File: config.mk
export PLATFORM = sky130hd
export DESIGN_NAME = mesm6_acc_wb
export DESIGN_NICKNAME = d
export VERILOG_FILES = /design/src/rtl/mesm6_acc_wb.sv
export SDC_FILE = /design/constraint.sdc
export NUM_CORES = 1
export LEC_CHECK = 0
export CORE_ASPECT_RATIO = 1.2
export CORE_MARGIN = 5
export CORE_UTILIZATION = 33
export CTS_CLUSTER_SIZE = 25
export DETAILED_ROUTE_END_ITERATION = 10
export PLACE_DENSITY = 0.71
export SYNTH_ARGS = -nofsm -noshare
export SYNTH_HDL_FRONTEND = slang
export SYNTH_SLANG_ARGS = --single-unit
File: constraint.sdc
create_clock -name clk -period 2.98 [get_ports clk]
set_input_delay 0.596 -clock clk [delete_from_list [all_inputs] [get_ports clk]]
set_output_delay 0.596 -clock clk [all_outputs]
set_load 0.02 [all_outputs]
File: src/rtl/mesm6_acc_wb.sv
// Writeback stage after the ALU: waits for alu_done, commits the result to ACC/RMR/MODE
// and recomputes the omega condition flag; bounded wait with timeout error.
module mesm6_acc_wb #(
    parameter int unsigned TIMEOUT = 64
) (
    input  logic        clk,
    input  logic        reset_n,
    input  logic [47:0] alu_r,
    input  logic        alu_done,
    input  logic        wr_req,
    input  logic [1:0]  wr_sel,
    input  logic [1:0]  grp_in,
    output logic        wr_ack,
    output logic        wr_err,
    output logic        busy,
    output logic [47:0] acc,
    output logic [47:0] rmr,
    output logic [1:0]  mode,
    output logic        omega
);

    typedef enum logic [1:0] {
        S_IDLE,
        S_WAIT,
        S_ACK
    } state_t;

    localparam logic [1:0] SEL_ACC  = 2'b00;
    localparam logic [1:0] SEL_RMR  = 2'b01;
    localparam logic [1:0] SEL_SWAP = 2'b10;
    localparam logic [1:0] SEL_MODE = 2'b11;

    localparam logic [7:0] CNT_LAST = 8'(TIMEOUT - 1);

    state_t      state_q, state_d;
    logic [7:0]  cnt_q, cnt_d;
    logic [1:0]  sel_q, sel_d;
    logic [1:0]  grp_q, grp_d;
    logic [47:0] acc_q, acc_d;
    logic [47:0] rmr_q, rmr_d;
    logic [1:0]  mode_q, mode_d;
    logic        omega_q, omega_d;
    logic        ack_q, ack_d;
    logic        err_q, err_d;
    logic        busy_q, busy_d;

    logic        commit;
    logic [1:0]  eff_sel;
    logic [1:0]  eff_grp;

    always_comb begin
        state_d = state_q;
        cnt_d   = cnt_q;
        sel_d   = sel_q;
        grp_d   = grp_q;
        acc_d   = acc_q;
        rmr_d   = rmr_q;
        mode_d  = mode_q;
        omega_d = omega_q;
        err_d   = err_q;
        commit  = 1'b0;
        eff_sel = sel_q;
        eff_grp = grp_q;

        case (state_q)
            S_IDLE: begin
                if (wr_req) begin
                    sel_d   = wr_sel;
                    grp_d   = grp_in;
                    // Same-cycle commit must use the live request fields, not the latched copy
                    eff_sel = wr_sel;
                    eff_grp = grp_in;
                    if (alu_done) begin
                        commit  = 1'b1;
                        state_d = S_ACK;
                    end else begin
                        cnt_d   = '0;
                        state_d = S_WAIT;
                    end
                end
            end
            S_WAIT: begin
                if (alu_done) begin
                    commit  = 1'b1;
                    state_d = S_ACK;
                end else if (cnt_q == CNT_LAST) begin
                    err_d   = 1'b1;
                    state_d = S_ACK;
                end else begin
                    cnt_d = cnt_q + 8'd1;
                end
            end
            S_ACK: begin
                err_d   = 1'b0;
                state_d = S_IDLE;
            end
            default: begin
                state_d = S_IDLE;
            end
        endcase

        if (commit) begin
            case (eff_sel)
                SEL_ACC: begin
                    acc_d = alu_r;
                    if (eff_grp != 2'b00) mode_d = eff_grp;
                end
                SEL_RMR: begin
                    rmr_d = alu_r;
                end
                SEL_SWAP: begin
                    acc_d = alu_r;
                    rmr_d = acc_q;
                    if (eff_grp != 2'b00) mode_d = eff_grp;
                end
                SEL_MODE: begin
                    if (alu_r[1:0] != 2'b00) mode_d = alu_r[1:0];
                end
                default: ;
            endcase

            if (eff_sel != SEL_RMR) begin
                case (mode_d)
                    2'b01:   omega_d = (acc_d == '0);
                    2'b10:   omega_d = acc_d[40];
                    2'b11:   omega_d = acc_d[47];
                    default: omega_d = omega_q;
                endcase
            end
        end

        ack_d  = (state_d == S_ACK);
        busy_d = (state_d != S_IDLE);
    end

    always_ff @(posedge clk or negedge reset_n) begin
        if (!reset_n) begin
            state_q <= S_IDLE;
            cnt_q   <= '0;
            sel_q   <= '0;
            grp_q   <= '0;
            acc_q   <= '0;
            rmr_q   <= '0;
            mode_q  <= 2'b01;
            omega_q <= 1'b1;
            ack_q   <= 1'b0;
            err_q   <= 1'b0;
            busy_q  <= 1'b0;
        end else begin
            state_q <= state_d;
            cnt_q   <= cnt_d;
            sel_q   <= sel_d;
            grp_q   <= grp_d;
            acc_q   <= acc_d;
            rmr_q   <= rmr_d;
            mode_q  <= mode_d;
            omega_q <= omega_d;
            ack_q   <= ack_d;
            err_q   <= err_d;
            busy_q  <= busy_d;
        end
    end

    assign wr_ack = ack_q;
    assign wr_err = err_q;
    assign busy   = busy_q;
    assign acc    = acc_q;
    assign rmr    = rmr_q;
    assign mode   = mode_q;
    assign omega  = omega_q;

endmodule

* Word level (Yosys, flattened, before mapping)
Index checks and enable logic that the tools add are counted.
** Cells by class
- Add/subtract/negate cells :: 1
- Equal/unequal tests :: 16
- Multiplexer cells :: 28
- Reductions and logical operators :: 15
** Operators by type and width (count)
- $mux W48 :: 2
- $pmux W48 S2 :: 1
- $logic_not A48 Y1 :: 1
- $mux W8 :: 4
- $mux W2 :: 11
- $pmux W8 S2 :: 1
- $eq A2 B2 Y1 const B :: 6
- $reduce_bool A2 Y1 :: 6
- $ne A2 B2 Y1 const B :: 5
- $add A8 B1 Y8 const B :: 1
- $eq A8 B6 Y1 const B :: 1
- $pmux W2 S2 :: 2
- $eq A2 B1 Y1 const B :: 3
- $reduce_and A3 Y1 :: 2
- $reduce_and A5 Y1 :: 1
- $logic_not A2 Y1 :: 2
- $mux W1 :: 4
- $pmux W1 S2 :: 2
- $pmux W1 S3 :: 1
- $reduce_bool A3 Y1 :: 1
- $ne A2 B1 Y1 const B :: 1
- $reduce_and A2 Y1 :: 1
- $reduce_or A2 Y1 :: 1
** Storage, ports and cells
- Register bits after elaboration :: 116
- Input port bits :: 56
- Output and inout port bits :: 102
- Logic and storage cells :: 71

* Longest topological paths before layout
Gate-level depths: netlist of run 1.
- Word-level depth :: 9
- Gate-level depth with buffers :: 11
- Mapped depth without buffers :: 10

* Worst setup path after synthesis of run 1
OpenSTA, ideal clock, no wires.
- Path type :: in2reg
- Start :: input wr_req
- End :: register omega_q, in the netlist omega
- Setup time :: 91 ps
- Data arrival time :: 3165 ps
- Required time :: 2889 ps
- Slack :: -276 ps
- Stages :: 9
- Path buffers :: 0
- Cells stage by stage :: nor3b_4 > mux2i_1 > inv_1 > ha_1 > o31a_2 > a211oi_4 > mux2_4 > a2111oi_4 > a211oi_2
** On the way
- Word-level cells in the longest chain between the ends :: 9
- Elaborated cells between the ends (all ways) :: 24
- Those cells by class :: 6 x eq/ne; 12 x mux; 6 x reduce/logical
** RTL lines
- from (decl) :: line 10 : input logic wr_req,
- $mux W2 * (2 in a row)
- named net eff_sel[0] :: line 48 : logic [1:0] eff_sel;
- $eq A2 B2 Y1 or $logic_not A2 Y1 (tied branches) :: line 103 : case (eff_sel)
- $reduce_or A2 Y1 (no source line)
- $pmux W2 S2 :: line 103
- $mux W2 :: line 102 : if (commit) begin
- $eq A2 B2 Y1 or $eq A2 B1 Y1 (tied branches) :: line 123 : case (mode_d)
- $reduce_bool A3 Y1 (no source line)
- $reduce_and A3 Y1 (no source line)
- to (signal assigned) :: line 157 : omega_q <= omega_d;
- to (decl) :: line 42 : logic omega_q, omega_d;
The timed path passes the listed nets; every way through them passes the cells marked *. The select of a mux whose other input is x is not followed.
A chain may end at the register's enable or synchronous reset.

* Final worst setup path of run 1
Same ends and word-level chain as after synthesis.

==> flow_summary.toml, run 1 <==
[critical_path]
slowest_delay_ns = 0.49
crit_fanout = 3
crit_buf_inv = 2
cp-startpoint = "wr_req"
end_kind = "register"
crit_family = "compound AO/OA/AOI/OAI gates"
reg2reg_slack_ns = 0.27
timing_worst_setup_path_type = "input port to register"
crit_path_start_kind = "input port"
worstReg2RegStart = "state_q[1]"
r2r-end = "omega"
cp.required_ns = 3.30
arrival_ns = 3.20
crit_chain = "clkdlybuf4s50_1 > nor3b_4 > mux2i_4 > inv_2 > ha_4 > o31a_4 > a211oi_4 > mux2_4 > a2111oi_4 > a211oi_2"
critPathSlowestCell = "clkdlybuf4s50_1"
reg2regPathDepth = 9

[clock_network]
ctsResizeCount = 0
postCtsSetupRepairBufs = 0
clk_path_buf_depth = 2
tritoncts = "yes"
clkTransAtPathRegs_ns = 0.05
clkLatencyLatePin_ns = 0.40
cts_root_buffer = "clkbuf_16"
h-tree-depth = 4
holdBufCountCts = 0
cts-buffers-inserted = 17
numClockSinks = 116

[grt]
antenna_found_initial = 0
grt_max_degree = 66
track_usage_pct = 16.87
grt_overflow = 0
grt_pass1_wl_um = 25300
grt_pass1_vias = 4811

[synthesis]
synth-edff-count = 0
synth_nets = 516
ys.flop_type = "dfrtp_1"
yosysTopAreaCell = "dfrtp_1"
ys_warn_count = 0
synthCells = 455
yosysTopAreaCellShare_pct = 54.04
syn-cell-area_mm2 = 0.005279
async_reset_ff_share_pct = 100.0
synthMostInstantiatedCell = "dfrtp_1"
yosysSeqAreaShare_pct = 55.04
syn_area_per_cell_um2 = 11.60
yosys-top-cells-count = "114 x dfrtp_1, 63 x nor2_1, 50 x a21oi_1, 50 x mux2_2, 50 x mux2i_1"
synthTopCellsByArea = "dfrtp_1 54%, mux2_2 11%, mux2i_1 9.5%"
synth-seq-cells = 116
synth_cell_type_count = 36

[power_and_ir_drop]
p_switching_w = 0.003007
intPower_w = 0.005333
sequentialPowerShare_pct = 33.5
leakagePower_nw = 3.202
p_comb_share_pct = 42.9
power_frac_clock_pct = 23.6
total_power_w = 0.008340
swShare_pct = 36.06
cellPowerDensity_mw_per_mm2 = 1053
ir_worst_vdd_v = 0.0006311

[status]
status = "finished, final reports clean"

[cells_and_area]
nets = 694
final_util_pct = 50.65
syn2layout_area_growth_pct = 50.06
fill_cells = 1388
insertedDiodeCount = 0
drive_gt1_share_pct = 18.76

[sta]
worst_pin_slew_ns = 0.8441
hold_viol = 0
fin_skew_ns = 0.009048
slew-limit-headroom_pct = 43.72
period_share_pct = 96.81
setup_tns_ns = 0
rsz0062_at_grt = "false"
hold-worst-slack_ns = 0.2911
setup_viol = 0
fmax_mhz = 346.6
period_minus_slack_ns = 2.885
maxSlewViolCount = 0

[floorplan]
coreArea_mm2 = 0.01564
die_h_um = 148.6
start_util_pct = 33.75
io_pins = 158
placementRows = 50
dieArea_mm2 = 0.01864
die_x_um = 125.5

[placement]
dpl.hpwl_um = 11290
gp_congestion = 0.8415
portBuffers = 157

[routing]
drt-pass1-iter-count = 4
vias = 4248
drt_iter0_markers = 228
via_per_inst = 4.980
wl_um = 15310
drc = 0
wire_per_inst_um = 17.95
ant_nets = 0

[hold_path]
hold_path_class = "input port to asynchronous set/reset pin"

[job]
maxCapViolCount = 0
## how the worst max path moves through the flow
stage	to	slack, ns	cells past startpoint
floorplan	omega	0.01	9
global placement	omega	-0.26	10
detailed placement	omega	-0.33	10
CTS	omega	0.09	10
global route	omega	0.01	10
finish	omega	0.1	10
## routing by layer
| metal | routed length, um | vias to the layer above | track usage (%) |
|---|---|---|---|
| met5 | 0 | - | 0 |
| li1 | - | 1997 | - |
| met1 | 6390 | 2101 | 19.81 |
| met3 | 877 | 26 | 5.496 |
| met4 | 293 | 0 | 6.345 |
| met2 | 7747 | 124 | 28.77 |
## cell families (layout without fill, tap and decap cells)
kind of cell             count (synthesis)  count (layout)  share of synthesized area (%)
flip-flops                             116             116                          55.04
adder cells (fa/ha/maj)                  5               5                          1.185
multiplexers                           101             101                          20.43
AO/OA/AOI/OAI                           67              67                          7.537
XOR/XNOR                                 6               6                         0.9955
buffers and inverters                   30             220                          2.607
AND/OR/NAND/NOR                        130             130                          12.21
## cell type report
class	instances	area (um2)	share of cell area, %
clock buffer	28	536.8	6.776
clock inverter	3	40.04	0.5054
inverter	7	26.28	0.3317
multi-input combinational	309	2296	28.98
sequential	116	2905	36.68
tap	208	260.3	3.285
timing repair buffer	182	1857	23.44
## layout by cell type, fill, tap and decap left out, drive strengths merged, types with 6 or more instances in the layout
cell type      count
nor4              27
xor2               6
clkdlybuf4s50    156
a21oi             50
mux2              51
clkbuf            28
inv                7
dfrtp            114
o21ai              7
nand2             16
nand4              8
buf               26
mux2i             50
nor2              63
## through the flow
stage | cells | area [um2] | setup slack (ns)
after floorplan | 455 | 5311 | 0.009567
after global placement | 822 | 7335 | -0.2570
after detailed placement | 822 | 7335 | -0.3305
after CTS | 853 | 7911 | 0.09442
after global routing | 853 | 7921 | 0.01226
final | 853 | 7921 | 0.09508
## worst register-to-register path, delay by kind of cell, from the launching register on
kind | cells | cell delay (ns)
adder cells (fa/ha/maj) | 1 | 0.17
buffers and inverters | 1 | 0.07
flip-flops | 1 | 0.48
AND/OR/NAND/NOR | 1 | 0.34
multiplexers | 2 | 0.63
AO/OA/AOI/OAI | 4 | 0.95
## registers in the layout, summed over array words and instances, names as in the netlist
| signal | flops |
|---|---|
| acc | 48 |
| busy | 1 |
| cnt_q | 8 |
| grp_q | 2 |
| mode | 2 |
| omega | 1 |
| rmr | 48 |
| sel_q | 2 |
| state_q | 2 |
| wr_ack | 1 |
| wr_err | 1 |
## power groups by stage
stage                     clock network, W  registers, W  logic [W]
after floorplan                          0       0.00345    0.00105
after global placement                   0       0.00278    0.00354
after detailed placement                 0       0.00281    0.00361
after CTS                          0.00202       0.00280    0.00362
after global routing               0.00208       0.00290    0.00383
final                              0.00197       0.00280    0.00358
Note: power is estimated with default switching activity, not from simulation.
==> inputs of run 2 (changes only) <==
--- a/config.mk
+++ b/config.mk
@@ -5,6 +5,7 @@
 export SDC_FILE = /design/constraint.sdc
 export NUM_CORES = 1
 export LEC_CHECK = 0
+export ABC_AREA = 0
 export CORE_ASPECT_RATIO = 1.2
 export CORE_MARGIN = 5
 export CORE_UTILIZATION = 33
==> results of run 2 <==
Final layout, timing and power as in run 1 (identical DEF).
==> inputs of run 3 (changes only) <==
--- a/config.mk
+++ b/config.mk
@@ -11,6 +11,7 @@
 export CORE_UTILIZATION = 33
 export CTS_CLUSTER_SIZE = 25
 export DETAILED_ROUTE_END_ITERATION = 10
+export GPL_ROUTABILITY_DRIVEN = 0
 export PLACE_DENSITY = 0.71
 export SYNTH_ARGS = -nofsm -noshare
 export SYNTH_HDL_FRONTEND = slang
==> results of run 3 <==
Final layout, timing and power as in run 1 (identical DEF).
==> RTL change 1: new RTL, settings of run 1 <==
The 3 states of `state_t` get a one-hot encoding in 3 bits.
--- a/src/rtl/mesm6_acc_wb.sv
+++ b/src/rtl/mesm6_acc_wb.sv
@@ -21,6 +21,6 @@
 
-    typedef enum logic [1:0] {
-        S_IDLE,
-        S_WAIT,
-        S_ACK
+    typedef enum logic [2:0] {
+        S_IDLE = 3'b001,
+        S_WAIT = 3'b010,
+        S_ACK  = 3'b100
     } state_t;
Function: same outputs for any inputs over 4 cycles, from zero or initial values and one cycle with reset_n low; so few cycles prove little.
==> RTL change 1 against run 1 <==
Largest power group unchanged. Global-route usage down 0.62 points. Worst setup slack gained 0.11 ns. Non-clock buffer count shrank 7. Final area decreased by 0.36%. Via count grew 1.1%. Area after synthesis up 1.2%. Wire length down 2.4%. Sequential cell count increased by 1. Critical path depth down 1. Worst hold slack worse by 0.098 ns. Combinational power rose by 13%. Total power grew 9.2%. First-iteration DRC count decreased by 10%. Critical endpoint unchanged. Sequential power grew 5%.
==> RTL change 1: results (changes against run 1) <==
- DP HPWL: 11.22 mm (-0.69%)
- Mapped Cells: 470 (+3.3%)
- Maximum VDD drop: 0.6068 mV (-3.9%)
- Clock root buffer: clkbuf_16
- Internal power: 5.785 mW (+8.5%)
- Worst path top cell family by delay: compound AO/OA/AOI/OAI gates
- Global-route wire length before repair: 24.13 mm (-4.6%)
- Yosys top cell area share: 53.40% (-0.65 points)
- Post-synth top cells: 114 x dfrtp_1, 58 x nor2_1, 50 x mux2i_1
- M1 WL: 6.095 mm (-4.6%)
- Synth Flop Type: dfrtp_1
- Final core utilization: 49.08% (-1.6 points)
- Fill cells: 1487 (+7.1%)
- Ys async rst share: 100.0% (unchanged)
- Met3 usage: 5.193% (-0.30 points)
- Wire length per cell: 17.27 um (-3.8%)
- Post-CTS sizing: 0 (unchanged)
- Leakage: 3.223 nW (+0.67%)
- Status: finished, final reports clean
- Register area share after synthesis: 54.87% (-0.17 points)
- Slew @ Worst Pin: 0.6052 ns (-0.2389 ns)
- Total power: 9.107 mW (+9.2%)
- Hold Slack: 0.1932 ns (-0.09787 ns)
- Longest Clk Path Bufs: 2 (unchanged)
- Top cells by area, synth: dfrtp_1 53%, mux2_2 9.7%, mux2i_1 9.4%
- Setup WS pre-CTS: -0.2022 ns (+0.1283 ns)
- Mapped Nets: 531 (+2.9%)
- Placement Cell Area: 7274 um2 (-0.82%)
- Vias: 4296 (+1.1%)
- Met2 usage: 27.66% (-1.1 points)
- Clock skew: 0.008349 ns (-0.0006987 ns)
- IO Port Bufs: 157 (unchanged)
- Placed Instances: 833 (+1.3%)
- Via density per instance: 4.966 (-0.27%)
- Setup TNS: 0 ns (unchanged)
- Met2 wire len: 7.587 mm (-2.1%)
- Overall Global Routing Usage: 16.25% (-0.62 points)
- Via count of the first global-routing pass: 4550 (-5.4%)
- Routability congestion estimate: 0.8272 (-1.7%)
- Distinct cells, synth: 44 (+22%)
- M1 GR Usage: 19.01% (-0.81 points)
- CP arrival: 3.11 ns (-0.09 ns)
- Worst-path fanout max: 4 (+1)
- Layout Nets: 701 (+1.0%)
- Reg power frac: 32.3% (-1.2 points)
- Share of post-route cells with drive strength above 1: 16.23% (-2.5 points)
- WL met3: 935 um (+6.6%)
- Largest net degree at the start of global routing: 59 (-11%)
- H-tree levels: 4 (unchanged)
- DR iter-0 viols: 205 (-10%)
==> RTL change 1: area by class of cell <==
class	count	share of cell area, %
clock buffers	23	5.929
repair buffers	175	22.54
inverters	9	0.4597
flip-flops and latches	117	37.14
clock inverters	9	1.902
well taps	212	3.361
multi-input cells	320	28.66
==> RTL change 1: final timing paths <==
check | slack [ns] | start | endpoint | cells past startpoint
max in group asynchronous | 2.10 | reset_n | rmr[42] | 2
hold / removal | 0.19 | reset_n | grp_q[1] | 1
min in group clk | 0.50 | omega | omega | 2
hold reg to reg | 0.50 | omega | omega | 2
setup reg to reg | 0.30 | state_q[0] | omega | 8
setup / recovery | 0.20 | wr_req | omega | 9
==> RTL change 1: logic make-up after synthesis <==
logic type	count (synthesis)	share of synthesized area [%]
flops	117	54.87
mux	98	19.77
compound gates	74	8.033
buf+inv	33	3.021
xor+xnor	6	0.9836
simple gates	137	12.15
fa+ha+maj	5	1.171
==> RTL change 2: new RTL, flow settings as in run 1 <==
Made on the original files. Set the parameter `TIMEOUT` to 48 (it was 64).
--- a/src/rtl/mesm6_acc_wb.sv
+++ b/src/rtl/mesm6_acc_wb.sv
@@ -3,3 +3,3 @@
 module mesm6_acc_wb #(
-    parameter int unsigned TIMEOUT = 64
+    parameter int unsigned TIMEOUT = 48
 ) (
Formal check against the unedited RTL: no difference found for any inputs over 4 cycles, from zero or initial values and one cycle with reset_n low; that may be too few to reach the edited logic, so the function may still have changed.
==> RTL change 2 against run 1 <==
Sequential cell count did not move. Worst setup slack improved by 0.0096 ns. Total power is 3.6% higher. Wire length shrank 0.17%. Final area down 0.17%. First-iteration DRC count up 6.6%. Sequential share of layout area grew 0.064 points. Area after synthesis about the same. Critical path type unchanged. Highest routed layer unchanged.
==> RTL change 2: results (changes against run 1) <==
- Synth warnings: 0 (unchanged)
- DP HPWL: 11.23 mm (-0.60%)
- Layout Nets: 692 (-0.29%)
- Fill cells: 1419 (+2.2%)
- Initial antenna violation count: 0 (unchanged)
- Largest net degree at the start of global routing: 53 (-20%)
- FF+latch count, synth: 116 (unchanged)
- Wire length per cell: 17.96 um (about the same)
- Clock latency on the worst-skew pair: approximately 0.41 ns
- DR iter-0 viols: 243 (+6.6%)
- Global-route wire length before repair: 24.81 mm (-1.9%)
- Hold WC Path Type: input port to asynchronous set/reset pin
- Top cells by area, synth: dfrtp_1 54%, mux2i_1 9.7%, mux2_2 6.4%
- Mapped Nets: 518 (+0.39%)
- Worst-path clk slew: 0.05 ns (about the same)
- Routed Antenna Nets: 0 (unchanged)
- Via count of the first global-routing pass: 4576 (-4.9%)
- Crit. Startpoint: wr_req
- Routability congestion estimate: 0.8070 (-4.1%)
- Ys async rst share: 100.0% (unchanged)
- Distinct cells, synth: 43 (+19%)
- Clock root buffer: clkbuf_16
- Post-CTS setup buffer count: 0 (unchanged)
- Clock skew: 0.01108 ns (+0.002030 ns)
- Synth Flop Type: dfrtp_1
- Overall Global Routing Usage: 16.75% (-0.12 points)
- Share of post-route cells with drive strength above 1: 15.09% (-3.7 points)
- Via density per instance: 5.004 (+0.47%)
- Slew @ Worst Pin: 0.5783 ns (-0.2658 ns)
- Placement Cell Area: 7306 um2 (-0.39%)
- Maximum VDD drop: 0.4772 mV (-24%)
- Status: finished, final reports clean
- Internal power: 5.503 mW (+3.2%)
- Register area share after synthesis: 55.00% (about the same)
- Num CTS Buffers: 17 (unchanged)
- Crit Path Class: input port to flip-flop
- Post-synth top cells: 114 x dfrtp_1, 64 x nor2_1, 52 x a21oi_1
- Leakage: 3.169 nW (-1.0%)
RTL change 2: cell types whose count changed after synthesis, sizes merged, moves of 2 or more:
cell	before	now
buf	12	10
o21ai	7	9
xnor2	0	2
a21oi	50	52
nor3	4	2
xor2	6	4
nand4	8	6
RTL change 2: worst max-delay path, cell delays in order:
cell and delay, ns:
clkdlybuf4s50_1 0.49, nor3b_4 0.30, mux2i_4 0.29, inv_2 0.08, ha_4 0.16, o31a_4 0.28
a211oi_4 0.25, mux2_4 0.34, a2111oi_4 0.30, a211oi_2 0.10
RTL change 2: cell families after synthesis:
| group | Yosys count | share of synthesized area [%] |
|---|---|---|
| DFF | 116 | 55.00 |
| xor gates and xnor gates | 6 | 0.9948 |
| AOI/OAI and AO/OA | 70 | 7.793 |
| adders and majority gates | 5 | 1.184 |
| muxes | 101 | 20.39 |
| buffers and inverters | 29 | 2.463 |
| and+or+nand+nor | 130 | 12.17 |
RTL change 2: metrics by stage:
| stage | std cells | setup WS (ns) | TNS, ns | utilization (%) |
|---|---|---|---|---|
| 2_1_floorplan | 457 | 0.009608 | 0 | - |
| 3_3_place_gp | 820 | -0.2729 | -0.2729 | 46.71 |
| 3_5_place_dp | 820 | -0.3015 | -0.3015 | 46.71 |
| 4_1_cts | 851 | 0.1182 | 0 | 50.56 |
| 5_1_grt | 851 | 0.01645 | 0 | 50.56 |
| 6_report | 851 | 0.1047 | 0 | 50.56 |
RTL change 2: power by group through the flow:
| stage | Clock [mW] | Combinational (mW) | Sequential (mW) |
|---|---|---|---|
| 2_1_floorplan | 0 | 1.10 | 3.54 |
| 3_3_place_gp | 0 | 3.70 | 2.84 |
| 3_5_place_dp | 0 | 3.76 | 2.88 |
| 4_1_cts | 2.10 | 3.79 | 2.86 |
| 5_1_grt | 2.19 | 3.98 | 2.96 |
| 6_report | 2.06 | 3.73 | 2.86 |
RTL change 2: area by class of cell:
| type | instances | area share, % |
|---|---|---|
| Sequential cell | 116 | 36.74 |
| Tap cell | 208 | 3.291 |
| Multi-Input combinational cell | 312 | 29.18 |
| Inverter | 7 | 0.3323 |
| Clock inverter | 9 | 1.614 |
| Clock buffer | 22 | 5.997 |
| Timing Repair Buffer | 177 | 22.85 |
RTL change 2: path summary, 6_finish.rpt:
check                                 to  slack (ns)  cells after the start
worst max register to register     omega        0.29                      9
worst min-delay path              wr_err        0.17                      1
min in group clk                cnt_q[0]        0.51                      1
worst min register to register  cnt_q[0]        0.51                      1
worst max-delay path               omega        0.10                     10
max in group asynchronous          omega        1.94                      2
RTL change 2: metal layers:
layer | up-vias | track usage, % | part of all wire (%)
met5 | - | 0 | 0
met4 | 0 | 5.260 | 1.6
met3 | 19 | 5.819 | 5.4
met2 | 120 | 28.85 | 52
met1 | 2118 | 19.63 | 41
li1 | 2001 | - | -
